===== src/rtl/sound_cmd_tx.sv =====
// sound_cmd_tx: drives 6-bit sound commands onto active-low pb plus hand for HOLD_CYCLES clocks, then forces GAP_CYCLES idle clocks.
// Latency: pb/hand change on the transfer edge; with the queue built in, 2 edges after the push when idle.
// Backpressure: cmd_ready is low outside IDLE; with the queue built in, it is low only while the 4-entry FIFO is full.
//
// Ports: clk_4e (E clock shared with the sound board), rst (synchronous, active-high),
//        cmd_valid/cmd_ready/cmd_data/cmd_hand (command handshake), pb (active-low, idle 6'h3F),
//        hand (handshake line), busy (FSM not idle or commands still queued).
// Build option: define SOUND_CMD_TX_QUEUE_EN to place a 4-entry command FIFO in front of the FSM.

`ifdef SOUND_CMD_TX_QUEUE_EN
// Small synchronous FIFO with registered read data (one clock read latency).
module sound_cmd_tx_fifo #(
    parameter int W     = 7,
    parameter int DEPTH = 4
) (
    input  logic         clk,
    input  logic         rst,
    input  logic         push,
    input  logic [W-1:0] push_dat,
    input  logic         pop,
    output logic [W-1:0] pop_dat,
    output logic         full,
    output logic         empty
);
    localparam int AW = $clog2(DEPTH);

    logic [W-1:0] mem [DEPTH];
    logic [AW:0]  wr_ptr;
    logic [AW:0]  rd_ptr;

    // Extra pointer bit distinguishes full from empty when the indices match.
    assign empty = (wr_ptr == rd_ptr);
    assign full  = (wr_ptr[AW] != rd_ptr[AW]) && (wr_ptr[AW-1:0] == rd_ptr[AW-1:0]);

    always_ff @(posedge clk) begin
        if (push && !full) begin
            mem[wr_ptr[AW-1:0]] <= push_dat;
        end
    end

    always_ff @(posedge clk) begin
        if (rst) begin
            wr_ptr  <= '0;
            rd_ptr  <= '0;
            pop_dat <= '0;
        end else begin
            if (push && !full) begin
                wr_ptr <= wr_ptr + {{AW{1'b0}}, 1'b1};
            end
            if (pop && !empty) begin
                pop_dat <= mem[rd_ptr[AW-1:0]];
                rd_ptr  <= rd_ptr + {{AW{1'b0}}, 1'b1};
            end
        end
    end
endmodule
`endif

module sound_cmd_tx #(
    parameter int unsigned HOLD_CYCLES = 4096,
    parameter int unsigned GAP_CYCLES  = 256
) (
    input  logic       clk_4e,
    input  logic       rst,
    input  logic       cmd_valid,
    output logic       cmd_ready,
    input  logic [5:0] cmd_data,
    input  logic       cmd_hand,
    output logic [5:0] pb,
    output logic       hand,
    output logic       busy
);
    localparam logic [15:0] HOLD_LOAD = 16'(HOLD_CYCLES - 1);
    localparam logic [15:0] GAP_LOAD  = 16'(GAP_CYCLES - 1);
    localparam logic [5:0]  PB_IDLE   = 6'h3F;

    typedef enum logic [1:0] {
        ST_IDLE,
        ST_HOLD,
        ST_GAP
    } state_t;

    state_t      state;
    state_t      state_nxt;
    logic [15:0] cnt;
    logic [15:0] cnt_nxt;
    logic [5:0]  pb_nxt;
    logic        hand_nxt;

    // Command presented to the FSM this cycle (only acted on in IDLE).
    logic        go;
    logic [5:0]  go_dat;
    logic        go_hand;

`ifdef SOUND_CMD_TX_QUEUE_EN
    logic       q_full;
    logic       q_empty;
    logic       q_pop;
    logic       pop_pend;
    logic [6:0] q_dat;

    assign cmd_ready = !rst && !q_full;

    // Pop once per idle period; the popped word arrives a clock later, while
    // the FSM is still in IDLE, so pop_pend blocks a second pop meanwhile.
    assign q_pop = (state == ST_IDLE) && !q_empty && !pop_pend;

    sound_cmd_tx_fifo #(
        .W     (7),
        .DEPTH (4)
    ) u_fifo (
        .clk      (clk_4e),
        .rst      (rst),
        .push     (cmd_valid && cmd_ready),
        .push_dat ({cmd_hand, cmd_data}),
        .pop      (q_pop),
        .pop_dat  (q_dat),
        .full     (q_full),
        .empty    (q_empty)
    );

    always_ff @(posedge clk_4e) begin
        if (rst) begin
            pop_pend <= 1'b0;
        end else begin
            pop_pend <= q_pop;
        end
    end

    assign go      = pop_pend;
    assign go_dat  = q_dat[5:0];
    assign go_hand = q_dat[6];
    assign busy    = (state != ST_IDLE) || !q_empty || pop_pend;
`else
    assign cmd_ready = !rst && (state == ST_IDLE);
    assign go        = cmd_valid && cmd_ready;
    assign go_dat    = cmd_data;
    assign go_hand   = cmd_hand;
    assign busy      = (state != ST_IDLE);
`endif

    always_comb begin
        state_nxt = state;
        cnt_nxt   = cnt;
        pb_nxt    = pb;
        hand_nxt  = hand;
        case (state)
            ST_IDLE: begin
                if (go) begin
                    if (go_dat != 6'd0) begin
                        pb_nxt    = ~go_dat;
                        hand_nxt  = go_hand;
                        cnt_nxt   = HOLD_LOAD;
                        state_nxt = ST_HOLD;
                    end else begin
                        // Sound 0 means "nothing": consume it but keep the lines idle.
                        cnt_nxt   = GAP_LOAD;
                        state_nxt = ST_GAP;
                    end
                end
            end
            ST_HOLD: begin
                if (cnt == 16'd0) begin
                    pb_nxt    = PB_IDLE;
                    hand_nxt  = 1'b0;
                    cnt_nxt   = GAP_LOAD;
                    state_nxt = ST_GAP;
                end else begin
                    cnt_nxt = cnt - 16'd1;
                end
            end
            ST_GAP: begin
                if (cnt == 16'd0) begin
                    state_nxt = ST_IDLE;
                end else begin
                    cnt_nxt = cnt - 16'd1;
                end
            end
            default: begin
                state_nxt = ST_IDLE;
                cnt_nxt   = 16'd0;
            end
        endcase
    end

    always_ff @(posedge clk_4e) begin
        if (rst) begin
            state <= ST_IDLE;
            cnt   <= 16'd0;
            pb    <= PB_IDLE;
            hand  <= 1'b0;
        end else begin
            state <= state_nxt;
            cnt   <= cnt_nxt;
            pb    <= pb_nxt;
            hand  <= hand_nxt;
        end
    end
endmodule


===== config.mk =====
export PLATFORM = sky130hd
export DESIGN_NAME = sound_cmd_tx
export DESIGN_NICKNAME = d
export VERILOG_FILES = /design/src/rtl/sound_cmd_tx.sv
export SDC_FILE = /design/constraint.sdc
export NUM_CORES = 1
export LEC_CHECK = 0
export CORE_MARGIN = 1.5
export CORE_UTILIZATION = 55
export DETAILED_ROUTE_END_ITERATION = 10
export GPL_ROUTABILITY_DRIVEN = 0
export GPL_TIMING_DRIVEN = 0
export HOLD_SLACK_MARGIN = 0.1
export PLACE_DENSITY = 0.79
export RECOVER_POWER = 25
export SYNTH_ARGS = -nofsm -noshare
export SYNTH_HDL_FRONTEND = slang
export SYNTH_HIERARCHICAL = 1
export SYNTH_SLANG_ARGS = --single-unit

===== constraint.sdc =====
create_clock -name clk_4e -period 3.55 [get_ports clk_4e]
set_input_delay 0.71 -clock clk_4e [delete_from_list [all_inputs] [get_ports clk_4e]]
set_output_delay 0.71 -clock clk_4e [all_outputs]
set_load 0.03 [all_outputs]

[Word-level counts from Yosys, hierarchy flattened]
Index checks and enable logic that the tools add are counted.
Storage, ports and cells
  bits in registers: 25
  logic and storage cells: 42
  output and inout port bits: 9
Operators by class
  eq/ne operators: 7
  bitwise operators: 1
  add/subtract/negate cells: 1
  reductions and logical operators: 11
  muxes and demuxes: 18
Operators by type and width (number)
  16-bit two-way mux: 3
  16-bit case mux with 3 select lines: 1
  6-bit two-way mux: 3
  16-bit logical NOT: 1
  16-bit by 1-bit subtractor with 16-bit output (second input constant): 1
  12-bit two-way mux: 1
  6-bit case mux with 2 select lines: 1
  2-bit two-way mux: 4
  2-bit inequality test (second input constant): 4
  6-bit inverter: 1
  2-bit case mux with 3 select lines: 1
  6-bit nonzero test: 1
  4-bit AND reduction: 1
  2-bit nonzero test: 2
  1-bit two-way mux: 3
  3-bit AND reduction: 1
  2-bit by 1-bit equality test with 1-bit output (second input constant): 1
  2-bit equality test (second input constant): 1
  1-bit logical AND: 2
  2-bit logical NOT: 1
  2-bit by 1-bit inequality test with 1-bit output (second input constant): 1
  1-bit case mux with 2 select lines: 1
  2-bit AND reduction: 1
  1-bit logical NOT: 1

[Logic depth before layout (Yosys ltp)]
Gate-level depths: netlist of the first run.
  depth after elaboration: 5
  depth in mapped cells: 8
  mapped depth without buffers: 7

[Least setup slack after synthesis of the first run]
Ideal clock, no wire load.
  path kind: input-to-output
  start point: in rst
  end point: out cmd_ready
  data required time: 2.840 ns
  stages on the path: 3
  buffers on the path: 2
  slack: 1.350 ns
  arrival: 1.490 ns
  cell sequence: buf_2 clkbuf_1 nor2_1
On the way
  word-level cells in the longest chain between the ends: 2
Ends and longest elaborated chain
  start: declaration: RTL line 64  | input logic rst,
  1-bit logical NOT: RTL line 135  | assign cmd_ready = !rst && (state == ST_IDLE);
  1-bit logical AND: RTL line 135
  end: declaration: RTL line 66  | output logic cmd_ready,
Every way passes these cells.

[Worst setup path after layout of the first run]
Ends and elaborated chain as after synthesis.

==> flow_summary.toml, run 1 <==
[floorplan]
die_w_um = 57.6
die_y_um = 57.6
ios = 19
core_area_um2 = 2780
dieArea_um2 = 3310
start_util = 0.589
row_count = 19

[layout]
n_fill_cell = 242
syn_to_final_growth_pct = 11.7
layout-drive-gt1-share = 0.129
antennaDiodeCount = 0
final_area_um2 = 1830
nNetsFinal = 222

[clock_network]
cts_resized = 0
cts.sinks = 25
clkTransAtPathRegs_ns = 0.15
cts_tree = "done"
cts_made_buffers = 3
ctsHtreeMaxLevel = 1
clock_path_buffers = 2
insertion_delay_ns = 0.34
cts_setup_buffers = 0
hold_buffers = 0
clock-root-buffer = "clkbuf_4"

[grt]
grt_pass1_vias = 1505
antenna_found_initial = 0
grt-ovfl-total = 0
grt_pass1_wl_um = 6840
grt_use_total = 0.266
grt_max_degree = 15

[yosys]
syn-num-nets = 199
synthArstFlopShare = 0
netlist_top_cells_area = "dfxtp_1, nor2_1, a2bb2oi_1"
post_synth.cell_area_avg_um2 = 8.76
synth_edf_count = 0
synth_ff_type = "dfxtp_1"
yosysTopAreaCellShare = 0.306
synth_warnings = 6
synth.most_common_cell = "dfxtp_1"
ys_seq_area_frac = 0.306
synthCells = 187
ys_types = 59
syn_area_um2 = 1640
synth-seq-cells = 25
yosys-top-cells-count = "dfxtp_1, nor2_1, nand2_1"
yosys.area.top_type = "dfxtp_1"

[routing]
wire_per_inst_um = 17.1
drtPass1Iterations = 4
drt_iter0_markers = 95
vias = 1567
routed_wl_um = 4100
route.detailed.drc = 0
viasPerCell = 6.53
final_antenna_net_count = 0

[hold_path]
hold_start = "hand"
hold_path.class = "reg -> reg"

[power_and_ir_drop]
ir_drop_mv = 0.351
power_density_nw_per_um2 = 492
p_leak_nw = 0.657

[worst_setup_path]
crit_arrival_ns = 2.67
cp.required_ns = 2.84
critPathMaxFanout = 10
crit_start = "rst"
path_class = "in -> out"
crit_path_end_kind = "primary output"
r2r-start = "cnt[0]"
startpoint_type = "input port"

[placed_design]
place_area_um2 = 1860
dp.final_hpwl_um = 3050
port_buffers = 18

[timing]
setup_tns_ns = 0
relSlewSlack = 0.548
fmax_mhz = 296
final-max-slew-violation-count = 0
tightest_slew_ns = 0.671
whs_ns = 0.483
clock-skew-final_ns = 0.00790
hold_violations = 0
min_period_over_period = 0.952
fin_crit_ns = 3.38
setup_viol = 0
rsz0062_at_grt = "false"

[job]
maxCapViolCount = 0

[run_status]
status = "complete, no violations"
[stage by stage]
stage	util	setup slack, ns	instances	power, mW
after global routing	0.658	0.103	240	0.953
after CTS	0.677	0.183	240	0.917
after global placement	0.668	0.179	236	0.766
after detailed placement	0.668	0.168	236	0.782
after floorplan	-	1.35	187	0.674
final	0.658	0.170	240	0.900
[routing by layer]
metal  track usage  routed length, µm
met5             0                  0
met4         0.140                 91
met3        0.0476                258
met2         0.416               1910
met1         0.348               1840
[sequential cells by signal, summed over array words and instances (netlist names)]
register / flops
cnt: 16
pb: 6
state: 2
hand: 1
[layout by cell type, fill, tap and decap left out, drive strengths merged, types with 4 or more instances in the layout]
master and n:
nand3 7, clkdlybuf4s50 16, buf 4, dfxtp 25, a2bb2oi 6, a21oi 11, clkbuf 7, nor2 23
nand2 10, nand2b 8, o22ai 4, nor4 4, o21ai 12, nor3 8, inv 7
[power by group]
part / internal (mW) / total, mW / leakage (nW) / switching [mW]
Clock: 0.0425 / 0.137 / 0.0177 / 0.0945
Sequential: 0.322 / 0.377 / 0.206 / 0.0550
Combinational: 0.164 / 0.386 / 0.433 / 0.222
[worst max-delay path, cell delays in order]
cell	delay [ns]
clkdlybuf4s50_1	0.55
buf_2	0.25
clkbuf_1	0.45
nor2_1	0.10
clkdlybuf4s50_1	0.61
[cells by family after synthesis]
kind of cell | count (synthesis) | synth area share
simple gates | 83 | 0.319
buf+inv | 15 | 0.0558
flops | 25 | 0.306
xor+xnor | 5 | 0.0267
fa+ha+maj | 2 | 0.0153
compound gates | 57 | 0.278
[path summary, 6_finish.rpt]
| check | to | slack, ns | depth (start not counted) |
|---|---|---|---|
| max reg2reg | pb[5] | 0.79 | 8 |
| min | hand | 0.48 | 2 |
| min reg2reg | hand | 0.48 | 2 |
| max | cmd_ready | 0.17 | 5 |
[layout make-up]
cell class / instances / area (µm²) / area share
flip-flops and latches: 25 / 500 / 0.274
plain buffers: 8 / 57.6 / 0.0315
clock buffers: 3 / 22.5 / 0.0123
inverters: 7 / 26.3 / 0.0144
repair buffers: 18 / 180 / 0.0985
multi-input cells: 147 / 998 / 0.546
clock inverters: 1 / 5.00 / 0.00274
well taps: 31 / 38.8 / 0.0212
No activity file was read; power rests on OpenSTA's default activity.
==> inputs of run 2 (changes only) <==
Settings changed: CORE_UTILIZATION 55 to 35, PLACE_DENSITY 0.79 to default.
==> flow_summary.toml, run 2 (synthesis results as in run 1) <==
[clock_network]
insertion_delay_ns = 0.27
clock_path_buffers = 2
ctsHtreeMaxLevel = 1
cts_made_buffers = 3
cts.sinks = 25
clkTransAtPathRegs_ns = 0.09
cts_setup_buffers = 0
cts_tree = "done"
cts_resized = 0
clock-root-buffer = "clkbuf_8"
hold_buffers = 0

[layout]
largest_reg_flops = 16
antennaDiodeCount = 0
syn_to_final_growth_pct = 17.8
nNetsFinal = 222
final_cell_mix = "dfxtp_1, nor2_1, clkdlybuf4s50_1"
final_common_cell = "dfxtp_1"
n_fill_cell = 439
regMostFlops = "cnt"
reg_top3 = "cnt x16, pb x6, state x2"
utilization = 0.437
layout-drive-gt1-share = 0.153

[power_and_ir_drop]
ir_drop_mv = 0.224
p_leak_nw = 0.668
power_density_nw_per_um2 = 492

[timing]
rsz0062_at_grt = "false"
fmax_mhz = 289
final-max-slew-violation-count = 0
hold_violations = 0
relSlewSlack = 0.615
setup_tns_ns = 0
setup_viol = 0
min_period_over_period = 0.974
worst_slack_ns = 0.0936
tightest_slew_ns = 0.577
fin_crit_ns = 3.46
clock-skew-final_ns = 0.00337

[hold_path]
hold_start = "hand"
worstHoldPathCells = 2
hold_end = "hand"
hold_path.class = "reg -> reg"

[run_status]
status = "complete, no violations"

[floorplan]
ios = 19
die_y_um = 71.4
dieArea_um2 = 5100
row_count = 24
die_w_um = 71.4
start_util = 0.371
core_area_um2 = 4410

[routing]
viasPerCell = 5.76
final_antenna_net_count = 0
route.detailed.drc = 0
vias = 1503
routed_wl_um = 4060
wire_per_inst_um = 15.6
drt_iter0_markers = 131
drtPass1Iterations = 4

[worst_setup_path]
startpoint_type = "input port"
reg2reg_slack_ns = 1.45
crit_path_end_kind = "primary output"
cp.required_ns = 2.84
critPathMaxFanout = 10
crit_arrival_ns = 2.75
crit_family = "buffers and inverters"
path_cells = "clkdlybuf4s50_1, buf_2, clkbuf_1, nor2_1, clkdlybuf4s50_1"
path_class = "in -> out"
cp_common_cell = "clkdlybuf4s50_1"
critPathMaxStageDelay_ns = 0.62
r2r-start = "cnt[0]"
path_buf_inv = 4
critPathSlowestCell = "clkdlybuf4s50_1"
r2r.worst_path.cells = 8
rr_endpoint = "cnt[15]"

[placed_design]
pre_cts_ws_ns = 0.0869
dp.final_hpwl_um = 3000
port_buffers = 18

[grt]
antenna_found_initial = 0
grt_pass1_wl_um = 7050
grt_pass1_vias = 1461
grt_use_total = 0.174
grt-ovfl-total = 0
grt_max_degree = 15

[job]
maxCapViolCount = 0
## run 2: worst max path at each step
stage                     start   endpoint  slack [ns]  cells past startpoint
after floorplan             rst  cmd_ready        1.35                      3
after global placement      rst  cmd_ready         0.1                      5
after detailed placement    rst  cmd_ready        0.09                      5
after CTS                   rst  cmd_ready        0.08                      5
after global routing        rst  cmd_ready        0.03                      5
final                       rst  cmd_ready        0.09                      5
## run 2: where the power goes
| part | total [mW] | switching [mW] | internal [mW] |
|---|---|---|---|
| logic | 0.395 | 0.225 | 0.170 |
| registers | 0.379 | 0.0563 | 0.322 |
| clock network | 0.175 | 0.0960 | 0.0787 |
## run 2: through the flow
step | power [mW] | hold slack [ns] | area (µm²) | cells
2_1_floorplan | 0.674 | 0.485 | 1640 | 187
3_3_place_gp | 0.781 | 0.471 | 1880 | 257
3_5_place_dp | 0.781 | 0.474 | 1880 | 257
4_1_cts | 0.955 | 0.495 | 1930 | 261
5_1_grt | 1.01 | 0.508 | 1930 | 261
6_report | 0.948 | 0.488 | 1930 | 261
## run 2: metal layers
metal | GRT usage | routed length [µm]
met4 | 0.0377 | 32
met5 | 0 | 0
met2 | 0.302 | 1890
met1 | 0.226 | 1940
met3 | 0.0295 | 194
## run 2: worst register-to-register path, delay by kind of cell (launching register included)
| kind | cells | cell delay, ns |
|---|---|---|
| AOI/OAI and AO/OA | 1 | 0.32 |
| and+or+nand+nor | 4 | 0.82 |
| DFF | 1 | 0.37 |
| buffers and inverters | 2 | 0.29 |
| adders and majority gates | 1 | 0.17 |
## run 2: layout make-up
type | instances | area [µm²] | share of cell area
Multi-Input combinational cell | 147 | 1050 | 0.542
Clock buffer | 3 | 41.3 | 0.0214
Sequential cell | 25 | 500 | 0.259
Clock inverter | 1 | 5.00 | 0.00259
Timing Repair Buffer | 18 | 180 | 0.0934
Inverter | 7 | 26.3 | 0.0136
Tap cell | 52 | 65.1 | 0.0337
Buffer | 8 | 65.1 | 0.0337
==> inputs of run 3 (changes only) <==
Settings changed: CORE_ASPECT_RATIO from default to 0.75.
==> flow_summary.toml, run 3 (synthesis results as in run 1) <==
[clock_network]
cts_made_buffers = 3
clock_path_buffers = 2
hold_buffers = 0
cts_setup_buffers = 0
cts_resized = 0
clock-root-buffer = "clkbuf_8"
clkTransAtPathRegs_ns = 0.09
cts_tree = "done"
cts.sinks = 25
ctsHtreeMaxLevel = 1
insertion_delay_ns = 0.27

[power_and_ir_drop]
switching_share = 0.399
ir_drop_mv = 0.196
power_density_nw_per_um2 = 493
seq_power_share = 0.395
p_leak_nw = 0.666
p_switching_uw = 381
power_frac_clock = 0.186
intPower_uw = 574
combPwrFrac = 0.419

[worst_setup_path]
r2r-start = "cnt[0]"
r2r.worst_path.cells = 8
reg2reg_slack_ns = 1.44
path_class = "in -> out"
rr_endpoint = "cnt[13]"
crit_arrival_ns = 2.65
cp.required_ns = 2.84
startpoint_type = "input port"
critPathMaxFanout = 10
crit_path_end_kind = "primary output"

[grt]
grt-ovfl-total = 0
grt_use_total = 0.181
grt_max_degree = 14
grt_pass1_vias = 1403
antenna_found_initial = 0
grt_pass1_wl_um = 7200

[hold_path]
hold_start = "hand"
hold_path.class = "reg -> reg"
worstHoldPathCells = 2
hold_end = "hand"

[floorplan]
die_w_um = 82.0
die_y_um = 62.2
row_count = 21
core_area_um2 = 4470
ios = 19
dieArea_um2 = 5100
start_util = 0.367

[routing]
final_antenna_net_count = 0
routed_wl_um = 4110
drtPass1Iterations = 4
viasPerCell = 5.61
wire_per_inst_um = 15.4
drt_iter0_markers = 97
vias = 1493
route.detailed.drc = 0

[timing]
final-max-slew-violation-count = 0
worst_slack_ns = 0.190
hold_violations = 0
setup_tns_ns = 0
tightest_slew_ns = 0.567
fin_crit_ns = 3.36
setup_viol = 0
clock-skew-final_ns = 0.00490
min_period_over_period = 0.947
rsz0062_at_grt = "false"
relSlewSlack = 0.619
fmax_mhz = 298

[layout]
final_cell_mix = "dfxtp_1, nor2_1, clkdlybuf4s50_1"
reg_top3 = "cnt x16, pb x6, state x2"
final_common_cell = "dfxtp_1"
nNetsFinal = 222
layout-drive-gt1-share = 0.148
regMostFlops = "cnt"
largest_reg_flops = 16
antennaDiodeCount = 0
syn_to_final_growth_pct = 18.1

[run_status]
status = "complete, no violations"

[placed_design]
dp.final_hpwl_um = 3090
port_buffers = 18
pre_cts_ws_ns = 0.184

[job]
maxCapViolCount = 0
==> run 3: worst max-delay path by stage <==
stage / start / end / slack (ns)
after floorplan: rst / cmd_ready / 1.35
after global placement: rst / cmd_ready / 0.19
after detailed placement: rst / cmd_ready / 0.18
after CTS: rst / cmd_ready / 0.18
after global routing: rst / cmd_ready / 0.12
final: rst / cmd_ready / 0.19
==> run 3: per-stage QoR <==
stage	cells	hold WS, ns	util	power [mW]	cell area [µm²]
2_1_floorplan	187	0.485	-	0.674	1640
3_3_place_gp	262	0.466	0.423	0.783	1890
3_5_place_dp	262	0.471	0.423	0.784	1890
4_1_cts	266	0.490	0.433	0.966	1930
5_1_grt	266	0.503	0.433	1.03	1930
6_report	266	0.484	0.433	0.954	1930
==> run 3: cell type report <==
type	instances	area, µm²
clock buffers	4	45.0
flip-flops and latches	25	500
repair buffers	18	180
well taps	57	71.3
multi-input cells	147	1050
fillers	460	2530
inverters	7	26.3
plain buffers	8	65.1
==> run 3: power groups by stage <==
stage	Sequential, mW	Clock [mW]	Combinational, mW
after global placement	0.384	0	0.399
final	0.377	0.177	0.400
after global routing	0.385	0.200	0.442
after detailed placement	0.384	0	0.401
after floorplan	0.388	0	0.286
after CTS	0.377	0.186	0.403
==> run 3: layer usage <==
layer / vias to the layer above / wire length [µm] / global-route usage
li1: 757 / - / -
met1: 701 / 2140 / 0.295
met2: 31 / 1690 / 0.242
met3: 4 / 257 / 0.0397
met4: 0 / 18 / 0.0254
met5: - / 0 / 0
==> run 3: worst max-delay path: stages <==
cell and delay (ns):
clkdlybuf4s50_1 0.53, buf_2 0.26, clkbuf_1 0.44, nor2_1 0.10
clkdlybuf4s50_1 0.61
